==> src/rtl/data_mem_stall.sv <==
`default_nettype none
// ============================================================================
//  Module      : data_mem_stall
//  Description : Memory stage. Word-addressed data memory with a configurable
//                access latency, stall/done handshake to the pipeline, halt
//                drain, illegal-request detection and branch-condition
//                resolution for next-PC selection.
//                Optional compile-time feature: DATA_MEM_ALIGN_CHK_EN makes
//                odd byte addresses illegal (err pulse, no access).
//                MEM_LAT legal range is 1..7.
//  Revision    : 1.0 - initial release
// ============================================================================
module data_mem_stall #(
    parameter int DATA_W     = 16,
    parameter int DEPTH_LOG2 = 8,
    parameter int MEM_LAT    = 2
) (
    input  logic              clk,
    input  logic              rst,
    input  logic              halt,
    input  logic              mem_read,
    input  logic              mem_write,
    input  logic [DATA_W-1:0] alu_result,
    input  logic [DATA_W-1:0] write_data,
    input  logic              branch,
    input  logic [1:0]        branch_cond,
    input  logic              zero,
    input  logic              neg,
    input  logic [DATA_W-1:0] branch_addr,
    input  logic [DATA_W-1:0] pc,
    output logic [DATA_W-1:0] branch_or_pc,
    output logic [DATA_W-1:0] read_data,
    output logic              stall,
    output logic              done,
    output logic              err,
    output logic              halted
);

    localparam logic [1:0] c_S_IDLE   = 2'd0;
    localparam logic [1:0] c_S_BUSY   = 2'd1;
    localparam logic [1:0] c_S_DONE   = 2'd2;
    localparam logic [1:0] c_S_HALTED = 2'd3;

    localparam int         c_DEPTH  = 1 << DEPTH_LOG2;
    localparam logic [2:0] c_LAT_M1 = 3'(MEM_LAT - 1);

    logic [1:0]            r_state;
    logic [2:0]            r_cnt;
    logic [DEPTH_LOG2-1:0] r_addr;
    logic [DATA_W-1:0]     r_wdata;
    logic                  r_is_wr;
    logic [DATA_W-1:0]     r_read_data;
    logic [DATA_W-1:0]     r_mem [c_DEPTH];

    logic                  w_req;
    logic                  w_misalign;
    logic                  w_illegal;
    logic                  w_accept;
    logic                  w_access;
    logic                  w_taken;
    logic [DEPTH_LOG2-1:0] w_index;
    logic                  w_unused_addr;

    // Byte address to word index; upper bits dropped so addresses wrap.
    assign w_index       = alu_result[DEPTH_LOG2:1];
    assign w_unused_addr = ^alu_result;

`ifdef DATA_MEM_ALIGN_CHK_EN
    assign w_misalign = alu_result[0];
`else
    assign w_misalign = 1'b0;
`endif

    assign w_req     = (mem_read | mem_write) & ~halt;
    assign w_illegal = (mem_read & mem_write) | w_misalign;
    assign w_accept  = (r_state == c_S_IDLE) & w_req & ~w_illegal;
    assign w_access  = (r_state == c_S_BUSY) & (r_cnt == 3'd0);

    // Handshake outputs; stall and err are forced low while reset is held.
    assign stall     = rst & (w_accept | (r_state == c_S_BUSY));
    assign err       = rst & (r_state == c_S_IDLE) & w_req & w_illegal;
    assign done      = (r_state == c_S_DONE);
    assign halted    = (r_state == c_S_HALTED);
    assign read_data = r_read_data;

    // Branch condition evaluation and next-PC mux, independent of the FSM.
    always_comb begin
        w_taken = 1'b0;
        case (branch_cond)
            2'b00:   w_taken = zero;
            2'b01:   w_taken = ~zero;
            2'b10:   w_taken = neg;
            2'b11:   w_taken = ~neg;
            default: w_taken = 1'b0;
        endcase
        w_taken      = w_taken & branch;
        branch_or_pc = w_taken ? branch_addr : pc;
    end

    // Access FSM: capture request, count down latency, complete, drain on halt.
    always_ff @(posedge clk or negedge rst) begin
        if (!rst) begin
            r_state     <= c_S_IDLE;
            r_cnt       <= 3'd0;
            r_addr      <= '0;
            r_wdata     <= '0;
            r_is_wr     <= 1'b0;
            r_read_data <= '0;
        end else begin
            case (r_state)
                c_S_IDLE: begin
                    if (halt) begin
                        r_state <= c_S_HALTED;
                    end else if (w_accept) begin
                        r_addr  <= w_index;
                        r_wdata <= write_data;
                        r_is_wr <= mem_write;
                        r_cnt   <= c_LAT_M1;
                        r_state <= c_S_BUSY;
                    end
                end
                c_S_BUSY: begin
                    if (r_cnt != 3'd0) begin
                        r_cnt <= r_cnt - 3'd1;
                    end else begin
                        if (!r_is_wr) begin
                            r_read_data <= r_mem[r_addr];
                        end
                        r_state <= c_S_DONE;
                    end
                end
                c_S_DONE: begin
                    r_state <= halt ? c_S_HALTED : c_S_IDLE;
                end
                default: begin
                    r_state <= c_S_HALTED;
                end
            endcase
        end
    end

    // Array write on the final BUSY cycle; contents are deliberately not reset.
    always_ff @(posedge clk) begin
        if (w_access && r_is_wr) begin
            r_mem[r_addr] <= r_wdata;
        end
    end

endmodule
`default_nettype wire

==> config.mk <==
export PLATFORM = sky130hd
export DESIGN_NAME = data_mem_stall
export DESIGN_NICKNAME = d
export VERILOG_FILES = /design/src/rtl/data_mem_stall.sv
export SDC_FILE = /design/constraint.sdc
export NUM_CORES = 2
export LEC_CHECK = 0
export CELL_PAD_IN_SITES_DETAIL_PLACEMENT = 2
export CELL_PAD_IN_SITES_GLOBAL_PLACEMENT = 2
export CORE_ASPECT_RATIO = 0.8
export CORE_MARGIN = 10
export CORE_UTILIZATION = 45
export CTS_BUF_LIST = sky130_fd_sc_hd__clkbuf_8 sky130_fd_sc_hd__clkbuf_16
export DETAILED_ROUTE_END_ITERATION = 7
export PLACE_DENSITY = 0.73
export SKIP_LAST_GASP = 1
export SLEW_MARGIN = 20
export SYNTH_ARGS = -nofsm -noshare
export SYNTH_HDL_FRONTEND = slang
export SYNTH_SLANG_ARGS = --single-unit
==> constraint.sdc <==
create_clock -name clk -period 4.7 [get_ports clk]
set_clock_uncertainty 0.15 [all_clocks]
set_input_delay 0.47 -clock clk [delete_from_list [all_inputs] [get_ports clk]]
set_output_delay 0.47 -clock clk [all_outputs]
set_load 0.03 [all_outputs]
==> reports/summary.md <==
The flow ran to the end, but the final reports show violations. The checks that failed: slew limit. The post-CTS setup buffer count is 0, and the number of enable-type register cells in the synthesized netlist is 4096. The number of different library cells used by synthesis comes to 67. The final route contains 88400 vias.

The effective utilization at floorplan came out at 0.452. Max-cap violations in this run came to 0. At the pin with the least slew margin, the transition time is 1.54 ns. By area the synthesized netlist is led by sky130_fd_sc_hd__edfxtp_1 77%, sky130_fd_sc_hd__mux4_2 14%, sky130_fd_sc_hd__mux2i_1 1.9%.

For the die footprint, the log shows 379000 µm². Clock latency on the worst-skew pair, taken at its later pin, is 1.00 ns. The worst setup path is of the reg2reg kind. The arrival time at the worst endpoint is 5.24 ns, and the DRC violation total after the first TritonRoute iteration is 14500.

Setup violations remaining at the end of the flow were counted as 0. Dividing total power by cell area gives a power density of 578 nW/µm². In this run the remaining antenna-violating nets after routing total 0.

The shortest clock period the worst path allows after layout was 4.57 ns; the count of boundary I/O pins was 110. Derived from the worst setup path, the maximum achievable clock frequency is 219 MHz. After detailed routing, the number of remaining DRC violations is 0. The first detailed-routing pass ran for 6 iterations. The count of H-tree levels built during CTS was 5. The tools report the number of global-route vias before repair as 92100.

Gates resized during post-CTS repair numbered 0. The tools report the startpoint of the most critical setup path as r_addr[0]. The floorplan has 195 rows.

The wire length per cell after detailed routing is 46.0 µm. The number of clock sinks was 4142. CTS root buffer: sky130_fd_sc_hd__clkbuf_16.

The startpoint of the worst hold path is alu_result[1]. The clock transition at the registers of the reported paths is 0.07 ns, and the weighted congestion reported at the end of routability-driven placement is 0.845. The final critical-path share of the clock period is 0.972. The run gives 0 as the count of endpoints failing hold in the final timing report. The total routing resource utilization after global routing is 0.312. The Yosys step of the flow raised 0 warnings. Share of post-route cells with drive strength above 1: 0.293. The layout-stage area growth over the synthesis result came out at 15.5%.

The startpoint identified for the worst register-to-register timing path is r_addr[0]. The global-route wire length before repair was 827 mm; the mean post-synth cell area was 22.2 µm². Cell type with the largest total area after synthesis: sky130_fd_sc_hd__edfxtp_1.

The count of final max-slew check failures is 51. Setup repair after global routing left no endpoint under its margin. No sink is reached through more buffers than the 4 on the longest clock path.

When the netlist entered floorplanning its net count stood at 7257. The tools report the maximum number of pins on one net before global-route repair as 162. The proportion of register bits with asynchronous set or reset after synthesis works out to 0.0111. The die outline width came out at 686 µm.

The run gives 600 mm as the total routed wirelength. The tools report the worst IR drop on VDD as 0.379 mV. The tools report the sort of element at the start of the critical path as a register. The run gives 8022 as the number of nets in the layout.

The post-synthesis register bit count works out to 4142. The run gives 352 mm as the final HPWL from detailed placement. The run gives -0.0245 as the worst slew slack as a fraction of its limit.

Along the worst path, the maximum fanout reaches 19. The worst setup path is captured at a register. The tools report the post-synthesis instance area as 159000 µm².

The number of cells produced by synthesis was 7181; the total negative slack for setup checks was 0 ns. For the worst setup path, the data required time is 5.37 ns. TritonCTS built the clock tree. Leading cell type in the layout, fill and taps excluded: sky130_fd_sc_hd__edfxtp_1. Leaving out fill and tap cells, the most frequent cells in the layout are 4096 x sky130_fd_sc_hd__edfxtp_1, 989 x sky130_fd_sc_hd__mux4_2, 536 x sky130_fd_sc_hd__buf_4. Among all flip-flop cells after synthesis, the most frequent one is sky130_fd_sc_hd__edfxtp_1. In this run the tool buffered the top-level ports with 101 buffer cells. The logs give 0.522 for the core occupancy in the finished layout and 412 for the total clock buffers created by CTS. For this run the aggregate overflow at the end of global routing stands at 0. The via-per-instance ratio is 6.77. The tools report the number of antenna violations at the first check in global routing as 46. Path category of the worst min-delay check: in2reg. In this run the standard cell core region covers 353000 µm². The share of the synthesized area in the top cell type is 0.771, and the die height is 552 µm. The post-synthesis sequential area ratio is 0.779. The analysis attributes to cell leakage a power of 59.5 nW.
[sequential cells by signal, indices dropped and copies added (netlist names)]
register   flops
r_mem       4096
r_is_wr        1
r_wdata       16
read_data     16
r_cnt          3
r_state        2
r_addr         8
[power breakdown]
part,switching (mW),internal [mW],leakage (nW)
registers,1.24,43.3,38.0
clock network,15.7,18.7,6.90
logic,17.6,9.94,14.6
[stage by stage]
stage	total power [mW]	cells	setup slack (ns)	instance area (µm²)	hold slack, ns
final	106	13000	0.133	184000	0.106
after global routing	109	13000	0.190	184000	0.0730
after CTS	106	13000	0.221	184000	0.0512
after detailed placement	71.8	12200	0.329	170000	0.298
after global placement	70.0	12200	0.538	170000	0.297
after floorplan	60.4	7181	0.566	159000	0.0244
[kinds of logic after synthesis]
kind of cell | share of synthesized area
and+or+nand+nor | 0.0191
AOI/OAI and AO/OA | 0.0221
xor gates and xnor gates | 0.000110
muxes | 0.165
adders and majority gates | 0.000157
DFF | 0.779
buffers and inverters | 0.0151
[worst max-delay path, cell delays in order, from the launching register on]
cell and delay (ns):
sky130_fd_sc_hd__dfrtp_4 0.81, sky130_fd_sc_hd__buf_12 0.29, sky130_fd_sc_hd__buf_12 0.23, sky130_fd_sc_hd__buf_4 0.33, sky130_fd_sc_hd__mux4_2 0.58, sky130_fd_sc_hd__nor4b_1 0.20, sky130_fd_sc_hd__a311oi_1 0.75, sky130_fd_sc_hd__o2111ai_1 0.29
sky130_fd_sc_hd__nor4_1 0.49, sky130_fd_sc_hd__o22ai_1 0.23
[Yosys cell counts, types with 9 or more instances]
master / number
sky130_fd_sc_hd__a32o_1: 10
sky130_fd_sc_hd__a22oi_1: 60
sky130_fd_sc_hd__buf_6: 44
sky130_fd_sc_hd__a221oi_1: 16
sky130_fd_sc_hd__a21oi_1: 86
sky130_fd_sc_hd__o221ai_1: 10
sky130_fd_sc_hd__mux2i_1: 308
sky130_fd_sc_hd__and3_1: 20
sky130_fd_sc_hd__buf_4: 75
sky130_fd_sc_hd__nand2_1: 231
sky130_fd_sc_hd__nor4_1: 14
sky130_fd_sc_hd__o22a_1: 10
sky130_fd_sc_hd__buf_1: 24
sky130_fd_sc_hd__o22ai_1: 116
sky130_fd_sc_hd__nand3_1: 35
sky130_fd_sc_hd__inv_1: 17
sky130_fd_sc_hd__mux4_2: 989
sky130_fd_sc_hd__nor2b_1: 15
sky130_fd_sc_hd__edfxtp_1: 4096
sky130_fd_sc_hd__a32oi_1: 67
sky130_fd_sc_hd__nor3_1: 29
sky130_fd_sc_hd__buf_2: 122
sky130_fd_sc_hd__dfrtp_1: 46
sky130_fd_sc_hd__a31oi_1: 12
sky130_fd_sc_hd__mux2_2: 82
sky130_fd_sc_hd__clkbuf_1: 145
sky130_fd_sc_hd__o211ai_1: 10
sky130_fd_sc_hd__nand4_1: 9
sky130_fd_sc_hd__nor2_1: 307
sky130_fd_sc_hd__o21ai_0: 71
[per-layer routing]
metal,track usage,vias to the layer above,share of wire
met1,0.409,48400,0.36
met4,0.138,20,0.054
li1,-,31900,-
met2,0.507,6601,0.48
met5,0,-,0.00019
met3,0.0631,1481,0.098
[final cells by class]
cell class,count,area (µm²)
Sequential cell,4142,124000
Multi-Input combinational cell,2606,33100
Clock inverter,331,2680
Fill cell,29900,169000
Antenna cell,19,47.5
Tap cell,4728,5920
Timing Repair Buffer,763,7340
Inverter,21,96.3
Clock buffer,436,10800
[what timing repair did]
| item | CTS | global route |
|---|---|---|
| hold endpoints to repair | 66 | 0 |
| setup endpoints to repair | 0 | 0 |
| hold buffers | 23 | 0 |
[worst paths after layout]
kind	endpoint	slack (ns)	depth (start not counted)
max	read_data[14]	0.13	9
min	r_addr[0]	0.11	3
max reg2reg	read_data[14]	0.13	9
min reg2reg	r_cnt[0]	0.44	2
max in group asynchronous	r_addr[2]	3.16	4
min in group asynchronous	r_state[0]	0.41	4
Power figures use the tool's default switching activity.
